### src/rtl/sha_state_reader.sv
// rtl/sha_state_reader.sv - reads working variables A..H and accumulates them into the SHA-256 hash state
module sha_state_reader #(
    parameter int RD_LAT = 1
) (
    input  logic         clk,
    input  logic         rst_n,
    input  logic         start,
    input  logic         clear_iv,
    output logic [3:0]   mem_out_addr,
    output logic         en_mem_out,
    input  logic [31:0]  out_var,
    output logic         busy,
    output logic         done,
    output logic [255:0] digest
);

    localparam logic [255:0] IV = {
        32'h6a09e667, 32'hbb67ae85, 32'h3c6ef372, 32'ha54ff53a,
        32'h510e527f, 32'h9b05688c, 32'h1f83d9ab, 32'h5be0cd19
    };
    localparam logic [2:0] DRAIN_LAST = (RD_LAT > 0) ? 3'(RD_LAT - 1) : 3'd0;

    typedef enum logic [1:0] {
        IDLE,
        ISSUE,
        DRAIN,
        DONE
    } state_t;

    state_t      state, state_nxt;
    logic [2:0]  cnt, cnt_nxt;
    logic        cap_vld;
    logic [2:0]  cap_idx;
    logic [31:0] h [8];

    always_ff @(posedge clk or negedge rst_n) begin
        if (!rst_n) begin
            state <= IDLE;
            cnt   <= 3'd0;
        end else begin
            state <= state_nxt;
            cnt   <= cnt_nxt;
        end
    end

    // cnt counts issued addresses in ISSUE and elapsed wait cycles in DRAIN
    always_comb begin
        state_nxt    = state;
        cnt_nxt      = cnt;
        en_mem_out   = 1'b0;
        mem_out_addr = 4'd0;
        busy         = 1'b0;
        done         = 1'b0;
        case (state)
            IDLE: begin
                cnt_nxt = 3'd0;
                if (start) state_nxt = ISSUE;
            end
            ISSUE: begin
                en_mem_out   = 1'b1;
                mem_out_addr = {1'b0, cnt} + 4'd1;
                busy         = 1'b1;
                cnt_nxt      = cnt + 3'd1;
                if (cnt == 3'd7) begin
                    cnt_nxt   = 3'd0;
                    state_nxt = (RD_LAT == 0) ? DONE : DRAIN;
                end
            end
            DRAIN: begin
                busy = 1'b1;
                if (cnt == DRAIN_LAST) begin
                    cnt_nxt   = 3'd0;
                    state_nxt = DONE;
                end else begin
                    cnt_nxt = cnt + 3'd1;
                end
            end
            DONE: begin
                done      = 1'b1;
                state_nxt = IDLE;
            end
            default: state_nxt = IDLE;
        endcase
    end

    // Issue-side valid/index travel alongside the read so each word lands in its own H slot
    generate
        if (RD_LAT == 0) begin : g_comb
            assign cap_vld = en_mem_out;
            assign cap_idx = cnt;
        end else begin : g_pipe
            logic [RD_LAT-1:0] vld_q;
            logic [2:0]        idx_q [RD_LAT];

            always_ff @(posedge clk or negedge rst_n) begin
                if (!rst_n) begin
                    vld_q <= '0;
                    for (int i = 0; i < RD_LAT; i++) idx_q[i] <= 3'd0;
                end else begin
                    vld_q[0] <= en_mem_out;
                    idx_q[0] <= cnt;
                    for (int i = 1; i < RD_LAT; i++) begin
                        vld_q[i] <= vld_q[i-1];
                        idx_q[i] <= idx_q[i-1];
                    end
                end
            end

            assign cap_vld = vld_q[RD_LAT-1];
            assign cap_idx = idx_q[RD_LAT-1];
        end
    endgenerate

    always_ff @(posedge clk or negedge rst_n) begin
        if (!rst_n) begin
            for (int i = 0; i < 8; i++) h[i] <= IV[255-32*i -: 32];
        end else if (state == IDLE && clear_iv) begin
            for (int i = 0; i < 8; i++) h[i] <= IV[255-32*i -: 32];
        end else if (cap_vld) begin
            h[cap_idx] <= h[cap_idx] + out_var;
        end
    end

    generate
        for (genvar g = 0; g < 8; g++) begin : g_digest
            assign digest[255-32*g -: 32] = h[g];
        end
    endgenerate

endmodule

### config.mk
export PLATFORM = sky130hd
export DESIGN_NAME = sha_state_reader
export DESIGN_NICKNAME = d
export VERILOG_FILES = /design/src/rtl/sha_state_reader.sv
export SDC_FILE = /design/constraint.sdc
export NUM_CORES = 1
export LEC_CHECK = 0
export CAP_MARGIN = 20
export CORE_MARGIN = 10
export CORE_UTILIZATION = 55
export DETAILED_ROUTE_END_ITERATION = 7
export PLACE_DENSITY = 0.82
export SYNTH_ARGS = -nofsm -noshare
export SYNTH_HDL_FRONTEND = slang
export SYNTH_SLANG_ARGS = --single-unit
export TNS_END_PERCENT = 20
### constraint.sdc
create_clock -name clk -period 8.95 [get_ports clk]
set_input_delay 1.3425 -clock clk [delete_from_list [all_inputs] [get_ports clk]]
set_output_delay 1.3425 -clock clk [all_outputs]
set_load 0.05 [all_outputs]
==> flow_summary.toml, run 1 <==
[outcome]
status = "complete, no violations"

[clocking]
htreeDepth = 1
cts_root_buf = "clkbuf_16"
cts_tree = "built"
clockBufferDepth = 3
postCtsSetupRepairBufs = 0
clk_pin_slew_worst_paths_ps = 70
cts.sinks = 265
postCtsHoldBufs = 0
cts_inserted_buffers = 29
cts_resized = 0
worstSkewPairLatency_ps = 570

[place]
dpl_cell_area_um2 = 16560
gp_congestion = 0.9954
io_buffers = 298
preCtsSetupSlack_ps = 3736
dp.cells = 1726
hpwl_mm = 38.81

[worst_setup_path]
cpPeakStageDelay_ps = 960
cp_common_cell = "a221oi_1"
crit_fanout = 25
cp_cell_sequence = "nand2b_1, nor2_2, buf_4, a22oi_1, nand4_1, ha_1, a21o_1, a221oi_1, a221oi_1, nor2b_1, o31a_1, o31ai_4, xnor2_2, o21ai_0"
cp-end-kind = "flip-flop"
critPathKind = "flip-flop to flip-flop"
critPathLaunchType = "flip-flop"
required_ps = 9360
crit_arrival_ps = 5900
slowest_stage = "nor2_2"

[synthesis]
synth_area_leaders = "dfstp_2, dfrtp_1, o22a_1"
synth_warnings = 0
ys_dominant_reg_cell = "dfstp_2"
yosysUniqueCellTypes = 68
synth_area_leader_cell = "dfstp_2"
syn_avg_cell_area_um2 = 11.31
synth-seq-cells = 265
syn_area_um2 = 13120
ys_async_sr_fraction_pct = 100.0
syn_nets = 1237
synth_top_area_share_pct = 27.24
syn-instance-count = 1160
yosysSeqAreaShare_pct = 51.84
synth_edf_count = 0

[final_layout]
syn_to_final_growth_pct = 33.96
fin_area_um2 = 17580
drive_gt1_share_pct = 17.92
layoutNonFillerInstCount = 1781
num_antenna_cells = 0
layout_common_cells = "clkdlybuf4s50_1, dfstp_2, dfrtp_1"
final_nets = 1516
final_common_cell = "clkdlybuf4s50_1"

[sta]
skew_ps = 26.48
fin_crit_ps = 5484
hold_viol = 0
finalSetupViolations = 0
finalCritPeriodShare_pct = 61.27
setup_ws_ps = 3466
fmax_ghz = 0.1824
slew_headroom_pct = 19.01
rsz0062_at_grt = "false"
worst_pin_slew_ps = 1215
maxSlewViolCount = 0
fin_tns_setup_ps = 0

[detailed_routing]
avgRoutedWirePerCell_um = 32.51
vias = 12800
postRouteWirelength_mm = 57.91
drt-pass1-iter-count = 6
drc = 0
drtIter0Drc = 1994
ant_nets = 0
viasPerCell = 7.186

[job]
maxCapViolCount = 0

[die]
coreArea_um2 = 23470
start_util_pct = 55.90
die_w_um = 174.5
io_pins = 299
rows = 56
die-area_um2 = 30430
die_h_um = 174.5

[power]
power.density_nw_per_um2 = 352.2
ir_worst_vdd_v = 0.0002548
power_leakage_uw = 0.007101

[global_route]
grt_pass1_vias = 13020
grt_pass1_wl_mm = 85.13
grtUsageTotal_pct = 36.55
antenna_found_initial = 0
overflow = 0
grt_start_max_net_pins = 147

[hold_path]
hp-class = "flip-flop to flip-flop"
==> sequential cells by signal, summed over array words and instances (netlist names) <==
signal and count:
digest 256, state 2, cnt 3, cap_idx 3, cap_vld 1
==> final timing paths <==
path	start	to	slack [ps]	depth (start not counted)
worst max-delay path	cap_idx[1]	digest[29]	3470	14
worst min-delay path	cnt[1]	cap_idx[1]	460	0
worst max register to register	cap_idx[1]	digest[29]	3470	14
worst min register to register	cnt[1]	cap_idx[1]	460	0
max in group asynchronous	rst_n	digest[176]	6830	2
min in group asynchronous	rst_n	cnt[2]	820	1
==> stage by stage <==
step / hold WS (ps) / power [µW] / util [%]
2_1_floorplan: 397.4 / 3692 / -
3_3_place_gp: 428.3 / 4770 / 70.30
3_5_place_dp: 444.3 / 4811 / 70.54
4_1_cts: 454.9 / 6076 / 74.83
5_1_grt: 477.7 / 6382 / 74.88
6_report: 458.1 / 6190 / 74.88
==> power by group <==
group,switching (µW),internal (µW)
Clock,525,742
Sequential,165,1410
Combinational,2340,1010
==> per-layer routing <==
layer | up-vias | GRT usage (%) | routed length, µm
met5 | - | 0 | 0
met4 | 0 | 18.20 | 3304
met3 | 283 | 12.31 | 8145
met2 | 1186 | 55.41 | 25460
met1 | 6266 | 45.86 | 21000
li1 | 5064 | - | -
==> cell type report <==
type / count / area (µm²)
flip-flops and latches: 265 / 6803
multi-input cells: 798 / 6030
inverters: 16 / 60.06
repair buffers: 329 / 3277
well taps: 319 / 399.1
fillers: 1609 / 5897
clock buffers: 37 / 785.8
clock inverters: 17 / 221.5
==> cells by family after synthesis <==
logic type	synth area share (%)
flops	51.84
mux	1.688
xor+xnor	2.089
simple gates	7.706
compound gates	29.87
fa+ha+maj	3.967
buf+inv	2.842
==> synthesized netlist by cell type, drive strengths merged (8+ instances only) <==
master / count
a21o: 13
a21oi: 52
a221oi: 16
a22o: 115
a22oi: 75
a31oi: 12
and2: 14
buf: 16
clkbuf: 65
dfrtp: 129
dfstp: 136
ha: 40
inv: 16
mux2i: 12
nand2: 68
nand3: 29
nand4: 14
nor2: 54
nor3: 8
o21ai: 47
o22a: 116
xnor2: 16
xor2: 11
==> worst max-delay path, delay by kind of cell (launching register included) <==
kind | cells | cell delay, ps
and+or+nand+nor | 4 | 1750
AOI/OAI and AO/OA | 7 | 1540
DFF | 1 | 870
buffers and inverters | 1 | 400
xor gates and xnor gates | 1 | 400
adders and majority gates | 1 | 350
No activity file was read; power rests on OpenSTA's default activity.
==> run 2: changes to the inputs <==
CORE_UTILIZATION = 46   (was 55)
PLACE_DENSITY = 0.73   (was 0.82)
clock period = 5 ns   (was 8.95 ns; I/O delays follow)
==> flow_summary.toml, run 2 (synthesis results as in run 1) <==
[sta]
hold_viol = 0
worst_pin_slew_ps = 1227
finalCritPeriodShare_pct = 95.51
fmax_ghz = 0.2094
skew_ps = 24.48
rsz0062_at_grt = "false"
finalSetupViolations = 0
slew_headroom_pct = 18.00
fin_crit_ps = 4776
maxSlewViolCount = 0
fin_tns_setup_ps = 0

[die]
coreArea_um2 = 27930
io_pins = 299
die_w_um = 188.9
die-area_um2 = 35680
start_util_pct = 46.97
die_h_um = 188.9
rows = 61

[global_route]
antenna_found_initial = 0
grt_start_max_net_pins = 126
overflow = 0
grt_pass1_wl_mm = 86.59
grt_pass1_vias = 12950
grtUsageTotal_pct = 31.93

[detailed_routing]
vias = 12600
avgRoutedWirePerCell_um = 31.74
drc = 0
drtIter0Drc = 1602
drt-pass1-iter-count = 6
postRouteWirelength_mm = 58.82
ant_nets = 0
viasPerCell = 6.797

[power]
p_seq_share_pct = 25.7
total_power_uw = 11100
switching_share_pct = 48.16
internal_power_uw = 5755
clkPwrFrac_pct = 20.4
power.density_nw_per_um2 = 624.6
combPwrFrac_pct = 53.9
ir_worst_vdd_v = 0.0003788
power_switching_uw = 5348
power_leakage_uw = 0.007209

[final_layout]
num_antenna_cells = 0
final_common_cell = "clkdlybuf4s50_1"
largest_reg_flops = 256
layout_common_cells = "clkdlybuf4s50_1, dfstp_2, dfrtp_1"
final_nets = 1530
drive_gt1_share_pct = 18.64
syn_to_final_growth_pct = 35.48

[clocking]
htreeDepth = 1
cts_tree = "built"
worstSkewPairLatency_ps = 550
cts.sinks = 265
postCtsHoldBufs = 0
postCtsSetupRepairBufs = 0
clockBufferDepth = 3
cts_inserted_buffers = 28
clk_pin_slew_worst_paths_ps = 60
cts_resized = 0
cts_root_buf = "clkbuf_16"

[place]
gp_congestion = 0.9577
io_buffers = 298
hpwl_mm = 41.14

[worst_setup_path]
critPathLaunchType = "flip-flop"
crit_fanout = 14
critPathKind = "flip-flop to flip-flop"
crit_arrival_ps = 5250
cp-end-kind = "flip-flop"
required_ps = 5470

[job]
maxCapViolCount = 0

[outcome]
status = "complete, no violations"

[hold_path]
hp-class = "input pin to async pin"
run 2: metal layers:
| layer | GRT usage, % | vias up | wire length (µm) |
|---|---|---|---|
| met2 | 46.99 | 1004 | 25710 |
| met4 | 17.49 | 0 | 3228 |
| li1 | - | 5112 | - |
| met5 | 0 | - | 0 |
| met1 | 41.38 | 6244 | 21990 |
| met3 | 9.592 | 235 | 7890 |
run 2: final timing paths:
| kind | from | to | slack, ps | depth (start not counted) |
|---|---|---|---|---|
| setup / recovery | cap_idx[2] | digest[51] | 220 | 14 |
| max in group asynchronous | rst_n | digest[54] | 3550 | 2 |
| hold / removal | rst_n | state[0] | 270 | 1 |
| hold reg to reg | digest[9] | digest[9] | 510 | 2 |
| setup reg to reg | cap_idx[2] | digest[51] | 220 | 14 |
| min in group clk | digest[9] | digest[9] | 510 | 2 |
run 2: power groups by stage:
stage	Combinational (µW)	Clock [µW]	Sequential (µW)
detailed placement	5810	0	2870
finish	5990	2270	2850
CTS	5850	2260	2840
floorplan	2980	0	3630
global placement	5770	0	2860
global route	6290	2360	2870
run 2: layout make-up:
class / instances / area [µm²]
fillers: 2280 / 10160
flip-flops and latches: 265 / 6803
multi-input cells: 798 / 6031
repair buffers: 344 / 3398
clock buffers: 41 / 850.8
well taps: 378 / 473.0
clock inverters: 11 / 158.9
inverters: 16 / 60.06
run 2: per-stage QoR:
| step | setup WS [ps] | cell area [µm²] | hold WS [ps] | utilization, % | instances |
|---|---|---|---|---|---|
| final | 224.4 | 17770 | 272.5 | 63.63 | 1853 |
| after global routing | 72.88 | 17770 | 357.8 | 63.63 | 1853 |
| after CTS | 432.2 | 17760 | 327.2 | 63.58 | 1852 |
| after detailed placement | 482.9 | 16750 | 497.0 | 59.96 | 1800 |
| after global placement | 503.8 | 16730 | 480.1 | 59.91 | 1799 |
| after floorplan | 908.5 | 13120 | 397.4 | - | 1160 |
run 2: critical path: stages (launching register included):
cell      delay, ps
dfrtp_1         440
nand2b_1        310
nor2_2          620
buf_4           430
a22oi_1         140
nand4_1         160
ha_1            310
a21o_1          190
a21oi_1         210
a21boi_2        110
a31oi_2         360
o31a_4          290
o21bai_1        100
xnor2_1         770
a22o_1          230
==> run 3: changes to the inputs <==
MAX_ROUTING_LAYER = met4   (was not set)
PLACE_DENSITY = 0.77   (was 0.73)
==> flow_summary.toml, run 3 (synthesis results as in run 1) <==
[hold_path]
hp-class = "input pin to async pin"

[place]
gp_congestion = 0.9744
io_buffers = 298
dp.cells = 1800
hpwl_mm = 40.58

[final_layout]
layout_common_cells = "clkdlybuf4s50_1, dfstp_2, dfrtp_1"
seqCellArea_um2 = 6803
multiInputGateArea_um2 = 6018
n_fill_cell = 2263
final_common_cell = "clkdlybuf4s50_1"
syn_to_final_growth_pct = 34.23
final_nets = 1532
layoutNonFillerInstCount = 1854
drive_gt1_share_pct = 18.31
largest_reg_flops = 256

[detailed_routing]
drt-pass1-iter-count = 6
drc = 0
postRouteWirelength_mm = 58.54
vias = 12710
avgRoutedWirePerCell_um = 31.58
drtIter0Drc = 1965
ant_nets = 0
viasPerCell = 6.855

[worst_setup_path]
crit_fanout = 13
cp-end-kind = "flip-flop"
critPathLaunchType = "flip-flop"
r2r_slack_ps = 160
critPathKind = "flip-flop to flip-flop"
required_ps = 5470
crit_arrival_ps = 5310

[global_route]
grtUsageTotal_pct = 32.30
grt_start_max_net_pins = 134
grt_pass1_vias = 12600
overflow = 0
antenna_found_initial = 1
grt_pass1_wl_mm = 85.29

[clocking]
cts.sinks = 265
postCtsHoldBufs = 0
htreeDepth = 1
postCtsSetupRepairBufs = 0
cts_tree = "built"
clockBufferDepth = 3
cts_resized = 0
cts_inserted_buffers = 27
worstSkewPairLatency_ps = 540
clk_pin_slew_worst_paths_ps = 60
cts_root_buf = "clkbuf_16"

[power]
power.density_nw_per_um2 = 614.3
internal_power_uw = 5455
p_seq_share_pct = 26.3
switching_share_pct = 49.57
total_power_uw = 10820
power_switching_uw = 5362
ir_worst_vdd_v = 0.0003787
power_leakage_uw = 0.007124
combPwrFrac_pct = 55.8
clkPwrFrac_pct = 18.0

[sta]
hold_viol = 0
fmax_ghz = 0.2064
slew_headroom_pct = 20.05
worst_pin_slew_ps = 1199
skew_ps = 13.90
rsz0062_at_grt = "false"
maxSlewViolCount = 0
fin_tns_setup_ps = 0
finalSetupViolations = 0
fin_crit_ps = 4845
finalCritPeriodShare_pct = 96.89

[outcome]
status = "complete, no violations"

[die]
start_util_pct = 46.97
coreArea_um2 = 27930
die_w_um = 188.9
rows = 61
io_pins = 299
die_h_um = 188.9
die-area_um2 = 35680

[job]
maxCapViolCount = 0
-- run 3: cell types whose count changed in the layout (fill, tap and decap cells not counted), moves of 3 or more --
cell        before  now
buf_4           40   45
clkbuf_1         4    7
bufinv_16        4    0
clkinvlp_4       0    4
clkbuf_8         8    5
buf_12           4    1
-- run 3: final cells by class --
class | count | share of cell area [%]
Clock buffer | 39 | 4.377
Antenna cell | 1 | 0.01421
Tap cell | 378 | 2.686
Timing Repair Buffer | 347 | 19.40
Multi-Input combinational cell | 798 | 34.17
Clock inverter | 10 | 0.3837
Inverter | 16 | 0.3410
Sequential cell | 265 | 38.63
-- run 3: worst paths after layout --
check / startpoint / endpoint / depth (start not counted)
max: cap_idx[1] / digest[51] / 14
min: rst_n / state[1] / 1
max reg2reg: cap_idx[1] / digest[51] / 14
min reg2reg: cnt[1] / cap_idx[1] / 0
max in group asynchronous: rst_n / digest[246] / 2
min in group clk: cnt[1] / cap_idx[1] / 0
-- run 3: per-layer routing --
layer / wire length, µm / GRT usage [%] / up-vias
met5: 0 / - / -
met4: 2611 / 13.28 / 0
met3: 7605 / 9.316 / 194
met2: 25830 / 47.25 / 1080
met1: 22490 / 41.37 / 6326
li1: - / - / 5109
-- run 3: worst max-delay path: stages, from the launching register on --
cell	delay, ps
dfrtp_1	550
nand2b_1	260
nor2_2	720
buf_4	400
a22oi_1	130
nand4_1	160
ha_1	300
a21o_1	190
a21oi_1	210
a21boi_2	120
a31oi_2	370
o31a_4	280
o21bai_1	90
xnor2_1	740
a22o_1	230
-- run 3: stage by stage --
stage	util, %	cell area (µm²)	hold WS [ps]	setup slack, ps
6_report	63.04	17610	186.4	155.5
5_1_grt	63.04	17610	256.9	5.170
4_1_cts	62.76	17530	231.5	325.7
3_5_place_dp	59.76	16690	463.2	348.2
3_3_place_gp	59.76	16690	477.3	337.8
2_1_floorplan	-	13120	397.4	908.5
-- run 3: power by group through the flow --
stage          clock network [µW]  registers (µW)  logic (µW)
3_5_place_dp                    0            2860        5810
5_1_grt                      2030            2870        6280
4_1_cts                      1940            2830        5840
6_report                     1950            2840        6030
2_1_floorplan                   0            3630        2980
3_3_place_gp                    0            2860        5770
